File: src/rtl/shift_serializer_if.sv
// Handshake bundle for the shift serializer.
// The load side carries a parallel vector in. The out side streams it back out one word per beat.
interface shift_serializer_if #(
  parameter int size       = 3,
  parameter int data_width = 32
);
  logic                  load_valid;
  logic                  load_ready;
  logic [data_width-1:0] data_in [size-1:0];
  logic                  three_shift;
  logic                  out_valid;
  logic                  out_ready;
  logic [data_width-1:0] out_data;
  logic                  out_last;

  // Producer/consumer side, as seen by whoever feeds and drains the block
  modport master (
    output load_valid, data_in, three_shift, out_ready,
    input  load_ready, out_valid, out_data, out_last
  );

  // Serializer side
  modport slave (
    input  load_valid, data_in, three_shift, out_ready,
    output load_ready, out_valid, out_data, out_last
  );
endinterface

File: src/rtl/shift_serializer.sv
// Parallel-in, serial-out unloader for the convolver datapath.
// Words leave highest index first, so a size-deep shift register fed one word per beat
// rebuilds the vector in its original order. Stride 3 emits every third word for strided convolution.
module shift_serializer #(
  parameter int size       = 3,
  parameter int data_width = 32
) (
  input  logic               clock,
  input  logic               reset,
  shift_serializer_if.slave  bus
);
  // The pointer must reach -3 after the last stride-3 step, so it needs one extra sign bit.
  localparam int PW = $clog2(size + 3) + 1;
  localparam int IW = (size > 1) ? $clog2(size) : 1;

  typedef enum logic {IDLE, SHIFT} state_t;

  state_t                 state, state_nxt;
  logic [data_width-1:0]  arr [size-1:0];
  logic signed [PW-1:0]   ptr, ptr_dec, stride;
  logic                   three;
  logic                   last, beat, load_fire;
  logic [IW-1:0]          idx;

  assign stride    = three ? PW'(3) : PW'(1);
  assign ptr_dec   = ptr - stride;
  assign idx       = ptr[IW-1:0];
  assign load_fire = bus.load_valid & bus.load_ready;
  assign beat      = bus.out_valid & bus.out_ready;

  // State register
  always_ff @(posedge clock) begin
    if (reset) state <= IDLE;
    else       state <= state_nxt;
  end

  // Next-state and output decode. out_* come from registered state only.
  // load_ready alone looks at out_ready, so that a new vector can overlap the last beat.
  always_comb begin
    state_nxt      = state;
    bus.out_valid  = 1'b0;
    bus.out_last   = 1'b0;
    bus.out_data   = '0;
    bus.load_ready = 1'b0;
    last           = 1'b0;
    case (state)
      IDLE: begin
        bus.load_ready = 1'b1;
        if (bus.load_valid) state_nxt = SHIFT;
      end
      SHIFT: begin
        bus.out_valid  = 1'b1;
        bus.out_data   = arr[idx];
        // The sign bit of the stepped pointer shows that no further word is in range.
        last           = ptr_dec[PW-1];
        bus.out_last   = last;
        bus.load_ready = bus.out_ready & last;
        if (bus.out_ready && last && !bus.load_valid) state_nxt = IDLE;
      end
      default: state_nxt = IDLE;
    endcase
  end

  // Vector capture and pointer stepping. A load takes priority over the final step.
  // An accepted load always coincides with either IDLE or the last beat.
  always_ff @(posedge clock) begin
    if (reset) begin
      for (int i = 0; i < size; i++) arr[i] <= '0;
      ptr   <= '0;
      three <= 1'b0;
    end else if (load_fire) begin
      for (int i = 0; i < size; i++) arr[i] <= bus.data_in[i];
      ptr   <= PW'(size - 1);
      three <= bus.three_shift;
    end else if (beat && !last) begin
      ptr <= ptr_dec;
    end
  end
endmodule

File: src/flat_wrapper.sv
// flat-port wrapper written by rule: the top's interface ports become plain ports
module shift_serializer_flat 
#(
  parameter int size       = 3,
  parameter int data_width = 32
)
  (clock, reset, bus_load_valid, bus_data_in, bus_three_shift, bus_out_ready, bus_load_ready, bus_out_valid, bus_out_data, bus_out_last);
  shift_serializer_if #(.size(size), .data_width(data_width)) bus_i ();
  input  logic clock;
  input  logic reset;
  input wire logic [$bits(bus_i.load_valid)-1:0] bus_load_valid;
  input wire logic [$bits(bus_i.data_in)-1:0] bus_data_in;
  input wire logic [$bits(bus_i.three_shift)-1:0] bus_three_shift;
  input wire logic [$bits(bus_i.out_ready)-1:0] bus_out_ready;
  output wire logic [$bits(bus_i.load_ready)-1:0] bus_load_ready;
  output wire logic [$bits(bus_i.out_valid)-1:0] bus_out_valid;
  output wire logic [$bits(bus_i.out_data)-1:0] bus_out_data;
  output wire logic [$bits(bus_i.out_last)-1:0] bus_out_last;
  assign bus_i.load_valid = bus_load_valid;
  assign bus_i.data_in = {>>{bus_data_in}};
  assign bus_i.three_shift = bus_three_shift;
  assign bus_i.out_ready = bus_out_ready;
  assign bus_load_ready = bus_i.load_ready;
  assign bus_out_valid = bus_i.out_valid;
  assign bus_out_data = bus_i.out_data;
  assign bus_out_last = bus_i.out_last;
  shift_serializer #(.size(size), .data_width(data_width)) u_core (.clock(clock), .reset(reset), .bus(bus_i));
endmodule
File: config.mk
export PLATFORM = sky130hd
export DESIGN_NAME = shift_serializer_flat
export DESIGN_NICKNAME = d
export VERILOG_FILES = /design/src/rtl/shift_serializer_if.sv /design/src/rtl/shift_serializer.sv /design/src/flat_wrapper.sv
export SDC_FILE = /design/constraint.sdc
export NUM_CORES = 1
export LEC_CHECK = 0
export CAP_MARGIN = 25
export CORE_UTILIZATION = 43
export DETAILED_ROUTE_END_ITERATION = 7
export GPL_TIMING_DRIVEN = 0
export PLACE_DENSITY = 0.73
export SLEW_MARGIN = 20
export SYNTH_ARGS = -nofsm -noshare
export SYNTH_HDL_FRONTEND = slang
export SYNTH_SLANG_ARGS = --single-unit
File: constraint.sdc
create_clock -name clock -period 6.75 [get_ports clock]
set_input_delay 1.6875 -clock clock [delete_from_list [all_inputs] [get_ports clock]]
set_output_delay 1.6875 -clock clock [all_outputs]
set_load 0.005 [all_outputs]
Word-level counts from Yosys, hierarchy flattened

Memory sizes are Yosys's and may differ from the RTL's.
Index checks and enable logic that the tools add are counted.

Register bits after elaboration: 6
Memory bits (writable): 96
Bits of input ports: 101
Output and inout port bits: 35
Word-level logic and storage cells: 38
Memories: 1

$add $sub $neg: 1
Multiplexer cells: 18
Bitwise gates (word level): 7
Reduce and logical (&&, ||, !) cells: 7

Memory list:

| name       | depth | width | rd ports | clocked after Yosys merged registers in | wr ports | line                   | RTL |
|---|---|---|---|---|---|---|---|
| u_core.arr | 3     | 32    | 1        | 0                                       | 3        | shift_serializer.sv:19 | `logic [data_width-1:0] arr [size-1:0];` |

Operators with widths:

| operator                        | count |
|---|---|
| two-way mux 32 bit              | 4 |
| two-way mux 1 bit               | 9 |
| two-way mux 2 bit               | 3 |
| case mux 1 bit (2 select lines) | 2 |
| subtractor 4 x 3 -> 4 bit       | 1 |
| bitwise AND 1 bit               | 3 |
| logical AND 1 bit               | 3 |
| bitwise OR 1 bit                | 3 |
| zero test 1 bit                 | 2 |
| nonzero test 2 bit              | 1 |
| OR reduction 2 bit              | 1 |
| inverter 1 bit                  | 1 |

Longest topological paths before layout

Word-level depth: 9
Gate-level depth with buffers: 8
Gate-level depth less buffers: 6

Worst setup path before layout

Ideal clock, no wire load.

Path type: input -> register
Start: input port bus_load_valid
End: memory u_core.arr[0][0], enable pin
Library setup time: 584 ps
Arrival: 6,478 ps
Required time: 6,166 ps
Path slack: -311 ps
Stages: 2
Buffers on the path: 0
Cell sequence: nand3_1 > o211ai_1

RTL lines:

| what            | line                   | RTL |
|---|---|---|
| start, declared | flat_wrapper.sv:11     | `input wire logic [$bits(bus_i.load_valid)-1:0] bus_load_valid;` |
| end, declared   | shift_serializer.sv:19 |  |

Worst setup path after layout

Start: input port bus_out_ready
End: output port bus_load_ready

Word-level cells in the longest chain between the ends: 2

Ends and longest elaborated chain:

| what                            | line                   | RTL |
|---|---|---|
| start, declared                 | flat_wrapper.sv:14     | `input wire logic [$bits(bus_i.out_ready)-1:0] bus_out_ready;` |
| bitwise AND 1 bit               | shift_serializer.sv:57 | `bus.load_ready = bus.out_ready & last;` |
| case mux 1 bit (2 select lines) | shift_serializer.sv:46 | `case (state)` |
| end, declared                   | flat_wrapper.sv:15     | `output wire logic [$bits(bus_i.load_ready)-1:0] bus_load_ready;` |

No other way between the ends.

==> flow_summary.yaml <==
synth:
  syn-instance-count: 383
  ys_warn_count: 0
  synthAdderAreaFrac_pct: 0.688
  syn_area_um2: 4730
  synth_compound_area_share_pct: 5.61
  ys_seq_elements: 102
  synth_top_family_by_area: "simple AND/OR/NAND/NOR gates"
  synth_nets: 486
  yosys.area_share.simple_pct: 19.3
  synth_xor_area_share_pct: 0.371
  synth_area_per_cell_um2: 12.3
  ys_types: 28
  yosysSeqAreaShare_pct: 63.5
  yosys-mux-area-fraction_pct: 7.41
power:
  vdd_drop_max_mv: 0.113
  p_leak_nw: 2.41
  power_mw: 1.41
  p_sw_share_pct: 24.1
  power_switching_mw: 0.340
  power_frac_clock_pct: 25.8
  seqPwrFrac_pct: 55.3
  powerDensity_nw_per_um2: 216
  power_frac_comb_pct: 18.8
  p_int_mw: 1.07
sta:
  fmax_mhz: 214
  rsz0062_at_grt: "false"
  hold_violations: 0
  holdWs_ns: 0.587
  skew_ns: 0.00765
  period_share_pct: 69.1
  finalSetupViolCount: 0
  finalCriticalPeriod_ns: 4.67
  setup_slack_ns: 2.08
  drv_slew: 0
  worstMarginPinSlew_ns: 0.591
  maxSlewHeadroom_pct: 60.4
  setup_tns_ns: 0
cts:
  clkTransAtPathRegs_ns: 0.09
  clock_path_buffers: 2
  cts_tree: "done"
  htree_levels: 3
  cts.sinks: 102
  cts_made_buffers: 9
  insertion_delay_ns: 0.35
  cts_root_buffer: "clkbuf_8"
  cts_resized: 0
  post_cts_buffers: 0
  cts_hold_buf: 0
placement:
  dp_worst_setup_slack_ns: 2.09
  hpwl_mm: 7.91
  place_inst: 668
  io_buffers: 135
  gp_congestion: 0.791
  placed_area_um2: 6360
setup_path:
  required_ns: 5.06
  r2r-start: "u_core.three"
  crit_fanout: 7
  cp-start-kind: "input pin"
  cp-end-kind: "output pin"
  worst_path_max_delay_cell: "clkdlybuf4s50_1"
  critPathArrivalTime_ns: 2.98
  worst_path_most_repeated_cell: "clkdlybuf4s50_1"
  startpoint: "bus_out_ready"
  cpPeakStageDelay_ns: 0.60
  rrSetupSlack_ns: 3.81
  crit_chain: "clkdlybuf4s50_1 > a21oi_1 > inv_1 > clkdlybuf4s50_1"
  crit_type: "input pin to output pin"
detailed_routing:
  viasPerCell: 4.87
  vias: 3333
  avgRoutedWirePerCell_um: 15.7
  drc: 0
  drt_iter0_markers: 177
  wl_mm: 10.7
  detail-route-antenna-nets: 0
  dr.pass1.iters: 4
final_layout:
  finalCoreUtilization_pct: 62.2
  fin_area_um2: 6540
  diodes: 0
  drive_gt1_share_pct: 7.12
  fillCellCount: 860
  fin_nets: 646
  fin_cells: 684
  area_delta_synth_final_pct: 38.3
grt:
  antenna_found_initial: 0
  grt_overflow: 0
  grt_first_pass_wirelength_mm: 16.8
  grt_max_degree: 16
  grt_pass1_vias: 3442
  grt_util_all_layers_pct: 19.6
run:
  cap_violations: 0
floorplan:
  core_um2: 10500
  rows: 37
  start_util_pct: 45.0
  ios: 136
  die_w_um: 107
  die_area_um2: 11400
  die_y_um: 107
status:
  status: "completed"
worst_hold_path:
  hp-class: "flop to flop"
  holdCritStartpoint: "u_core.ptr[3]"
## Yosys cell counts
| cell type | instances | area, um^2 |
|---|---|---|
| dfxtp_1 | 6 | 120 |
| xor2_1 | 1 | 8.76 |
| nand4bb_1 | 1 | 11.3 |
| buf_1 | 3 | 11.3 |
| and2_1 | 97 | 607 |
| a21oi_1 | 35 | 175 |
| edfxtp_1 | 96 | 2880 |
| nand3_1 | 2 | 10.0 |
| clkinv_1 | 1 | 3.75 |
| o211ai_1 | 1 | 7.51 |
| o21a_1 | 1 | 7.51 |
| a211oi_4 | 1 | 20.0 |
| a21bo_2 | 1 | 10.0 |
| nor2_1 | 65 | 244 |
| nor3b_1 | 1 | 7.51 |
| nand4b_1 | 2 | 17.5 |
| clkbuf_1 | 14 | 52.6 |
| ha_1 | 1 | 12.5 |
| buf_2 | 3 | 15.0 |
| a31o_4 | 1 | 17.5 |
| nand3b_1 | 2 | 15.0 |
| mux2i_1 | 35 | 350 |
| xnor2_1 | 1 | 8.76 |
| inv_1 | 5 | 18.8 |
| buf_6 | 4 | 45.0 |
| a2bb2o_4 | 1 | 20.0 |
| a21o_1 | 1 | 7.51 |
| fa_1 | 1 | 20.0 |
## cell families (layout without fill, tap and decap cells)
kind of cell	after synthesis	in the layout
DFF	102	102
and+or+nand+nor	170	170
muxes	35	35
adders and majority gates	2	2
AOI/OAI and AO/OA	42	42
xor gates and xnor gates	2	2
buffers and inverters	30	195
## worst paths after layout
| path | end | cells past startpoint |
|---|---|---|
| worst min register to register | u_core.ptr[3] | 1 |
| worst min-delay path | u_core.ptr[3] | 1 |
| worst max-delay path | bus_load_ready | 4 |
| worst max register to register | u_core.arr[0][14] | 10 |
## routing by layer
layer | wire (um) | vias up | global-route usage (%) | share of wire, %
li1 | - | 1633 | - | -
met1 | 4620 | 1572 | 23.9 | 43
met2 | 5330 | 112 | 34.1 | 50
met3 | 556 | 16 | 3.53 | 5.2
met4 | 235 | 0 | 8.61 | 2.2
met5 | 0 | - | 0 | 0
## critical path: cells and delay by family
family	cells	cell delay, ns
AOI/OAI and AO/OA	1	0.13
buffers and inverters	3	1.16
## power groups by stage
stage / Sequential (mW) / Clock, mW / Combinational, mW
after floorplan: 0.800 / 0 / 0.131
after global placement: 0.806 / 0 / 0.255
after detailed placement: 0.798 / 0 / 0.269
after CTS: 0.783 / 0.370 / 0.271
after global routing: 0.789 / 0.396 / 0.293
final: 0.783 / 0.365 / 0.266
## sequential cells by signal, summed over array words and instances (netlist names)
signal        flops
u_core.state      1
u_core.ptr        4
u_core.arr       96
u_core.three      1
## final cells by class
class                           instances  area (um^2)  area share (%)
Clock inverter                          6         52.6           0.804
Sequential cell                       102         3000            45.9
Buffer                                 24          124            1.90
Timing Repair Buffer                  149         1450            22.2
Inverter                                6         22.5           0.345
Multi-Input combinational cell        251         1580            24.2
Tap cell                              136          170            2.60
Clock buffer                           10          128            1.95
## cells in the final DEF, fill, tap and decap left out, drive strengths merged
master	instances
edfxtp	96
fa	1
mux2i	35
nor3b	1
buf	24
clkdlybuf4s50	135
a211oi	1
inv	5
a21bo	1
ha	1
and2	97
nand3	2
nand4bb	1
clkinv	6
clkbuf	24
nor2	65
o21a	1
xnor2	1
a21oi	35
a31o	1
nand4b	2
nand3b	2
a2bb2o	1
o211ai	1
xor2	1
dfxtp	6
bufinv	1
a21o	1
Power figures use the tool's default switching activity.
